$ cat config.mk
export PLATFORM = sky130hd
export DESIGN_NAME = ysyx_22050612_mem_arbiter
export DESIGN_NICKNAME = d
export VERILOG_FILES = /design/src/rtl/ysyx_22050612_mem_pkg.sv /design/src/rtl/ysyx_22050612_rr_arb2.sv /design/src/rtl/ysyx_22050612_mem_arbiter.sv
export SDC_FILE = /design/constraint.sdc
export NUM_CORES = 1
export LEC_CHECK = 0
export CAP_MARGIN = 20
export CORE_AREA = 2 2 209 211
export CTS_BUF_LIST = sky130_fd_sc_hd__clkbuf_4
export CTS_CLUSTER_SIZE = 25
export DETAILED_ROUTE_END_ITERATION = 12
export DIE_AREA = 0 0 211 213
export SYNTH_ARGS = -nofsm -noshare
export SYNTH_HDL_FRONTEND = slang
export SYNTH_SLANG_ARGS = --single-unit
$ cat constraint.sdc
create_clock -name clk -period 11.1 [get_ports clk]
set_input_delay 3.33 -clock clk [delete_from_list [all_inputs] [get_ports clk]]
set_output_delay 3.33 -clock clk [all_outputs]
set_load 0.02 [all_outputs]
$ cat src/rtl/ysyx_22050612_mem_pkg.sv
// Shared types for the memory arbiter: FSM states, owner encoding and default widths.
package ysyx_22050612_mem_pkg;

  localparam int AW_DEF = 64;
  localparam int DW_DEF = 64;

  typedef enum logic [1:0] {
    IDLE  = 2'd0,
    ISSUE = 2'd1,
    WAIT  = 2'd2,
    RESP  = 2'd3
  } state_t;

  typedef enum logic {
    OWN_IFU = 1'b0,
    OWN_LSU = 1'b1
  } owner_t;

endpackage

$ cat src/rtl/ysyx_22050612_rr_arb2.sv
// Two-way round-robin grant between IFU and LSU; last_grant advances only on an accepted request.
module ysyx_22050612_rr_arb2
  import ysyx_22050612_mem_pkg::*;
(
  input  logic   clk,
  input  logic   rst,
  input  logic   req_ifu,
  input  logic   req_lsu,
  input  logic   accept,
  output logic   gnt_ifu,
  output logic   gnt_lsu,
  output owner_t gnt_owner
);

  owner_t last_grant;

  // On a tie the requester that did not win last time gets the port
  always_comb begin
    gnt_ifu   = req_ifu & (~req_lsu | (last_grant == OWN_LSU));
    gnt_lsu   = req_lsu & (~req_ifu | (last_grant == OWN_IFU));
    gnt_owner = gnt_lsu ? OWN_LSU : OWN_IFU;
  end

  always_ff @(posedge clk or posedge rst) begin
    if (rst) begin
      last_grant <= OWN_LSU;
    end else if (accept) begin
      last_grant <= gnt_owner;
    end
  end

endmodule

$ cat src/rtl/ysyx_22050612_mem_arbiter.sv
// Shares one memory bridge between IFU and LSU: one transaction in flight,
// round-robin arbitration, responses routed to their owner, watchdog on WAIT.
module ysyx_22050612_mem_arbiter
  import ysyx_22050612_mem_pkg::*;
#(
  parameter int AW      = AW_DEF,
  parameter int DW      = DW_DEF,
  parameter int TIMEOUT = 255
) (
  input  logic          clk,
  input  logic          rst,
  input  logic          ifu_req_valid,
  output logic          ifu_req_ready,
  input  logic [AW-1:0] ifu_addr,
  output logic          ifu_resp_valid,
  output logic [DW-1:0] ifu_rdata,
  input  logic          lsu_req_valid,
  output logic          lsu_req_ready,
  input  logic [AW-1:0] lsu_addr,
  input  logic          lsu_wen,
  input  logic [DW-1:0] lsu_wdata,
  input  logic [DW/8-1:0] lsu_wmask,
  output logic          lsu_resp_valid,
  output logic [DW-1:0] lsu_rdata,
  output logic          mem_req_valid,
  input  logic          mem_req_ready,
  output logic [AW-1:0] mem_addr,
  output logic          mem_wen,
  output logic [DW-1:0] mem_wdata,
  output logic [DW/8-1:0] mem_wmask,
  input  logic          mem_resp_valid,
  input  logic [DW-1:0] mem_rdata,
  output logic          timeout_err
);

  localparam int CW = $clog2(TIMEOUT + 1);
  localparam logic [CW-1:0] TMO_LAST = CW'(TIMEOUT - 1);
  localparam logic [CW-1:0] TMO_MAX  = CW'(TIMEOUT);

  state_t        state, state_n;
  owner_t        owner_q, gnt_owner;
  logic          gnt_ifu, gnt_lsu, accept, tmo_hit;
  logic [CW-1:0] cnt;

  ysyx_22050612_rr_arb2 u_arb (
    .clk       (clk),
    .rst       (rst),
    .req_ifu   (ifu_req_valid),
    .req_lsu   (lsu_req_valid),
    .accept    (accept),
    .gnt_ifu   (gnt_ifu),
    .gnt_lsu   (gnt_lsu),
    .gnt_owner (gnt_owner)
  );

  // A grant implies the matching valid, so ready alone marks the handshake
  assign ifu_req_ready  = (state == IDLE) & gnt_ifu;
  assign lsu_req_ready  = (state == IDLE) & gnt_lsu;
  assign accept         = ifu_req_ready | lsu_req_ready;
  assign mem_req_valid  = (state == ISSUE);
  assign ifu_resp_valid = (state == RESP) & (owner_q == OWN_IFU);
  assign lsu_resp_valid = (state == RESP) & (owner_q == OWN_LSU);
  assign tmo_hit        = (cnt == TMO_LAST);

  always_ff @(posedge clk or posedge rst) begin
    if (rst) state <= IDLE;
    else     state <= state_n;
  end

  always_comb begin
    state_n = state;
    case (state)
      IDLE:  if (accept)                   state_n = ISSUE;
      ISSUE: if (mem_req_ready)            state_n = WAIT;
      WAIT:  if (mem_resp_valid | tmo_hit) state_n = RESP;
      RESP:                                state_n = IDLE;
      default:                             state_n = IDLE;
    endcase
  end

  always_ff @(posedge clk or posedge rst) begin
    if (rst) begin
      owner_q     <= OWN_IFU;
      mem_addr    <= '0;
      mem_wen     <= 1'b0;
      mem_wdata   <= '0;
      mem_wmask   <= '0;
      cnt         <= '0;
      ifu_rdata   <= '0;
      lsu_rdata   <= '0;
      timeout_err <= 1'b0;
    end else begin
      if (accept) begin
        owner_q <= gnt_owner;
        if (gnt_lsu) begin
          mem_addr  <= lsu_addr;
          mem_wen   <= lsu_wen;
          mem_wdata <= lsu_wdata;
          mem_wmask <= lsu_wmask;
        end else begin
          mem_addr  <= ifu_addr;
          mem_wen   <= 1'b0;
          mem_wdata <= '0;
          mem_wmask <= '0;
        end
      end
      if ((state == ISSUE) && mem_req_ready) begin
        cnt <= '0;
      end else if ((state == WAIT) && (cnt != TMO_MAX)) begin
        cnt <= cnt + CW'(1);
      end
      // A real response in the timeout cycle takes priority over the watchdog
      if (state == WAIT) begin
        if (mem_resp_valid) begin
          if (owner_q == OWN_LSU) lsu_rdata <= mem_rdata;
          else                    ifu_rdata <= mem_rdata;
        end else if (tmo_hit) begin
          if (owner_q == OWN_LSU) lsu_rdata <= '0;
          else                    ifu_rdata <= '0;
          timeout_err <= 1'b1;
        end
      end
    end
  end

endmodule
==> metrics.cfg <==
[min_path]
worstHoldStart=mem_addr[26]
min_to=mem_addr[26]
min_path_type=register to register
min_path_cells=2

[die]
die_area_mm2=0.04494
dieHeight_um=213
io_pins=542
rows=76
coreArea_mm2=0.04270
initial_core_util=0.2882
die_w_um=211

[clock_network]
clkLatencyLatePin_ps=760
clk_path_buf_depth=3
clk_pin_slew_worst_paths_ps=60
cts_htree_levels=3
root_buffer=clkbuf_4
holdBufCountCts=0
cts_tree=built
cts.sinks=278
post_cts_buffers=0
cts_resized=0
numCtsBuffers=80

[power_and_ir_drop]
switchingPower_mw=2.093
leakage_nw=7.955
p_comb_frac=0.484
p_clk_frac=0.186
power.total_mw=5.256
irDropWorstVdd_mv=0.1581
internal_power_mw=3.163
p_per_area_mw_per_mm2=276.5
switching_share=0.3982
power_frac_seq=0.330

[placed_design]
gp_congestion=0.7691
hpwl_mm=30.91
port-buffer-count=541

[logic_synthesis]
synth_cells=1104
async_flop_share=1.000
synth.avg_cell_area_um2=11.15
yosysWarnings=0
yosysMostFrequentCell=dfrtp_1
syn-cell-area_mm2=0.01231
syn-num-nets=1381
synthTopCellsByArea=dfrtp_1 56%, a22oi_1 7.8%, nand2b_1 6.7%
synth_enable_flop_cells=0
ys.flop_type=dfrtp_1
synth_area_leader_cell=dfrtp_1
ys_types=41
synthTopCellsByCount=277 x dfrtp_1, 132 x nand2b_1, 128 x a22oi_1, 125 x o21ai_0, 78 x nand2_1
synth.top_cell.area_share=0.5632
ys_ff_latch=278
yosysSeqAreaShare=0.5654

[worst_setup_path]
crit_path_start_kind=input port
critPathKind=input port to output pin
cp_slowest_cell=clkdlybuf4s50_1
worstPathCellList=clkdlybuf4s50_1 -> nand2_1 -> a21oi_1 -> clkdlybuf4s50_1
max_stage_delay_ps=690
ff2ff_setup_slack_ps=8480
reg2reg_from=state[0]
cpMostUsedCell=clkdlybuf4s50_1
critPathCaptureType=output pin
critPathArrivalTime_ps=5000
cp_max_fo=5
reg2reg_depth=6
reg2reg_to=ifu_rdata[47]
required_ps=7770

[timing]
max_freq_ghz=0.1201
slew_headroom=0.2783
skew_ps=37.62
tns_ps=0
finalMaxSlewViolations=0
worst_slew_pin_slew_ps=1083
fin_crit_sh=0.7502
hold_viol=0
rsz0062_at_grt=no
period_needed_ps=8328
setup_viol=0

[run]
maxCapViolations=0

[cells_and_area]
utilization=0.4453
fin_nets=1921
regArea_mm2=0.006958
multi_input_area_mm2=0.004803
syn_to_final_growth_pct=54.49
fillCellCount=4060
drive_gt1_frac=0.08452

[global_route]
grt_pass1_wl_mm=67.03
overflow=0
grt.total_usage=0.1947
grt_pass1_vias=11270
grt_max_degree=149
antenna_found_initial=9

[routing]
routed_wl_mm=45.05
drc_errors=0
antenna_left=0
wl_per_cell_um=20.08
drt_iter0_drc=882
viasPerCell=4.884
num_vias=10950
drtPass1Iterations=5

[run_status]
status=finished clean

-- worst max-delay path: cells and delay by family --
| kind | cells | cell delay (ps) |
|---|---|---|
| buf+inv | 2 | 1340 |
| compound gates | 1 | 210 |
| simple gates | 1 | 120 |
-- metal layers --
metal / GRT usage / vias to the layer above / share of wire
li1: - / 5127 / -
met1: 0.2340 / 5267 / 0.40
met2: 0.3081 / 480 / 0.47
met3: 0.07986 / 74 / 0.098
met4: 0.08232 / 6 / 0.029
met5: 0 / - / 0.00080
-- per-stage QoR --
stage | hold WS, ps | instance area [um2] | cells | worst slack (ps)
after floorplan | 484.8 | 12310 | 1104 | 106.2
after global placement | 463.3 | 17990 | 2107 | 2802
after detailed placement | 474.3 | 17990 | 2107 | 2808
after CTS | 487.5 | 18980 | 2237 | 2790
after global routing | 505.1 | 19010 | 2240 | 2709
final | 481.5 | 19010 | 2243 | 2772
-- cell families after synthesis --
kind of cell | synth area share
AO/OA/AOI/OAI | 0.2229
adder cells (fa/ha/maj) | 0.006100
buffers and inverters | 0.04778
flip-flops | 0.5654
multiplexers | 0.05531
AND/OR/NAND/NOR | 0.1026
-- flip-flops by register name, summed over array words and instances, names as in the netlist --
name	cells
cnt	8
ifu_rdata	64
lsu_rdata	64
mem_addr	64
mem_wdata	64
mem_wen	1
mem_wmask	8
owner_q	1
state	2
timeout_err	1
u_arb.last_grant	1
-- worst max-delay path by stage --
stage / from / to
finish: ifu_req_valid / ifu_req_ready
global route: ifu_req_valid / ifu_req_ready
CTS: ifu_req_valid / ifu_req_ready
detailed placement: ifu_req_valid / ifu_req_ready
global placement: ifu_req_valid / ifu_req_ready
floorplan: rst / cnt[0]
-- power groups by stage --
stage | registers, mW | clock network (mW) | logic, mW
after global placement | 1.73 | 0 | 2.55
after CTS | 1.74 | 1.02 | 2.58
after detailed placement | 1.74 | 0 | 2.57
final | 1.73 | 0.980 | 2.54
after global routing | 1.79 | 1.08 | 2.73
after floorplan | 2.19 | 0 | 0.878
-- area by class of cell --
cell class / instances / area share
clock inverters: 21 / 0.009016
diodes: 5 / 0.0006581
multi-input cells: 722 / 0.2526
inverters: 9 / 0.002172
repair buffers: 553 / 0.2906
well taps: 546 / 0.03593
flip-flops and latches: 278 / 0.3660
clock buffers: 109 / 0.04304
-- layout by cell type, fill, tap and decap left out, types with 3 or more instances in the layout --
cell type and count:
clkinv_1 13, mux2i_1 68, clkdlybuf4s50_1 540, nand2_1 77, dfrtp_1 277, bufinv_16 3, clkbuf_4 109, ha_1 6
nand3_1 5, a22o_1 73, buf_4 10, inv_1 8, diode_2 5, a21oi_1 4, o21ai_0 125, nand2b_1 131
a22oi_1 128, o21ai_1 69
Note: power is estimated with default switching activity, not from simulation.
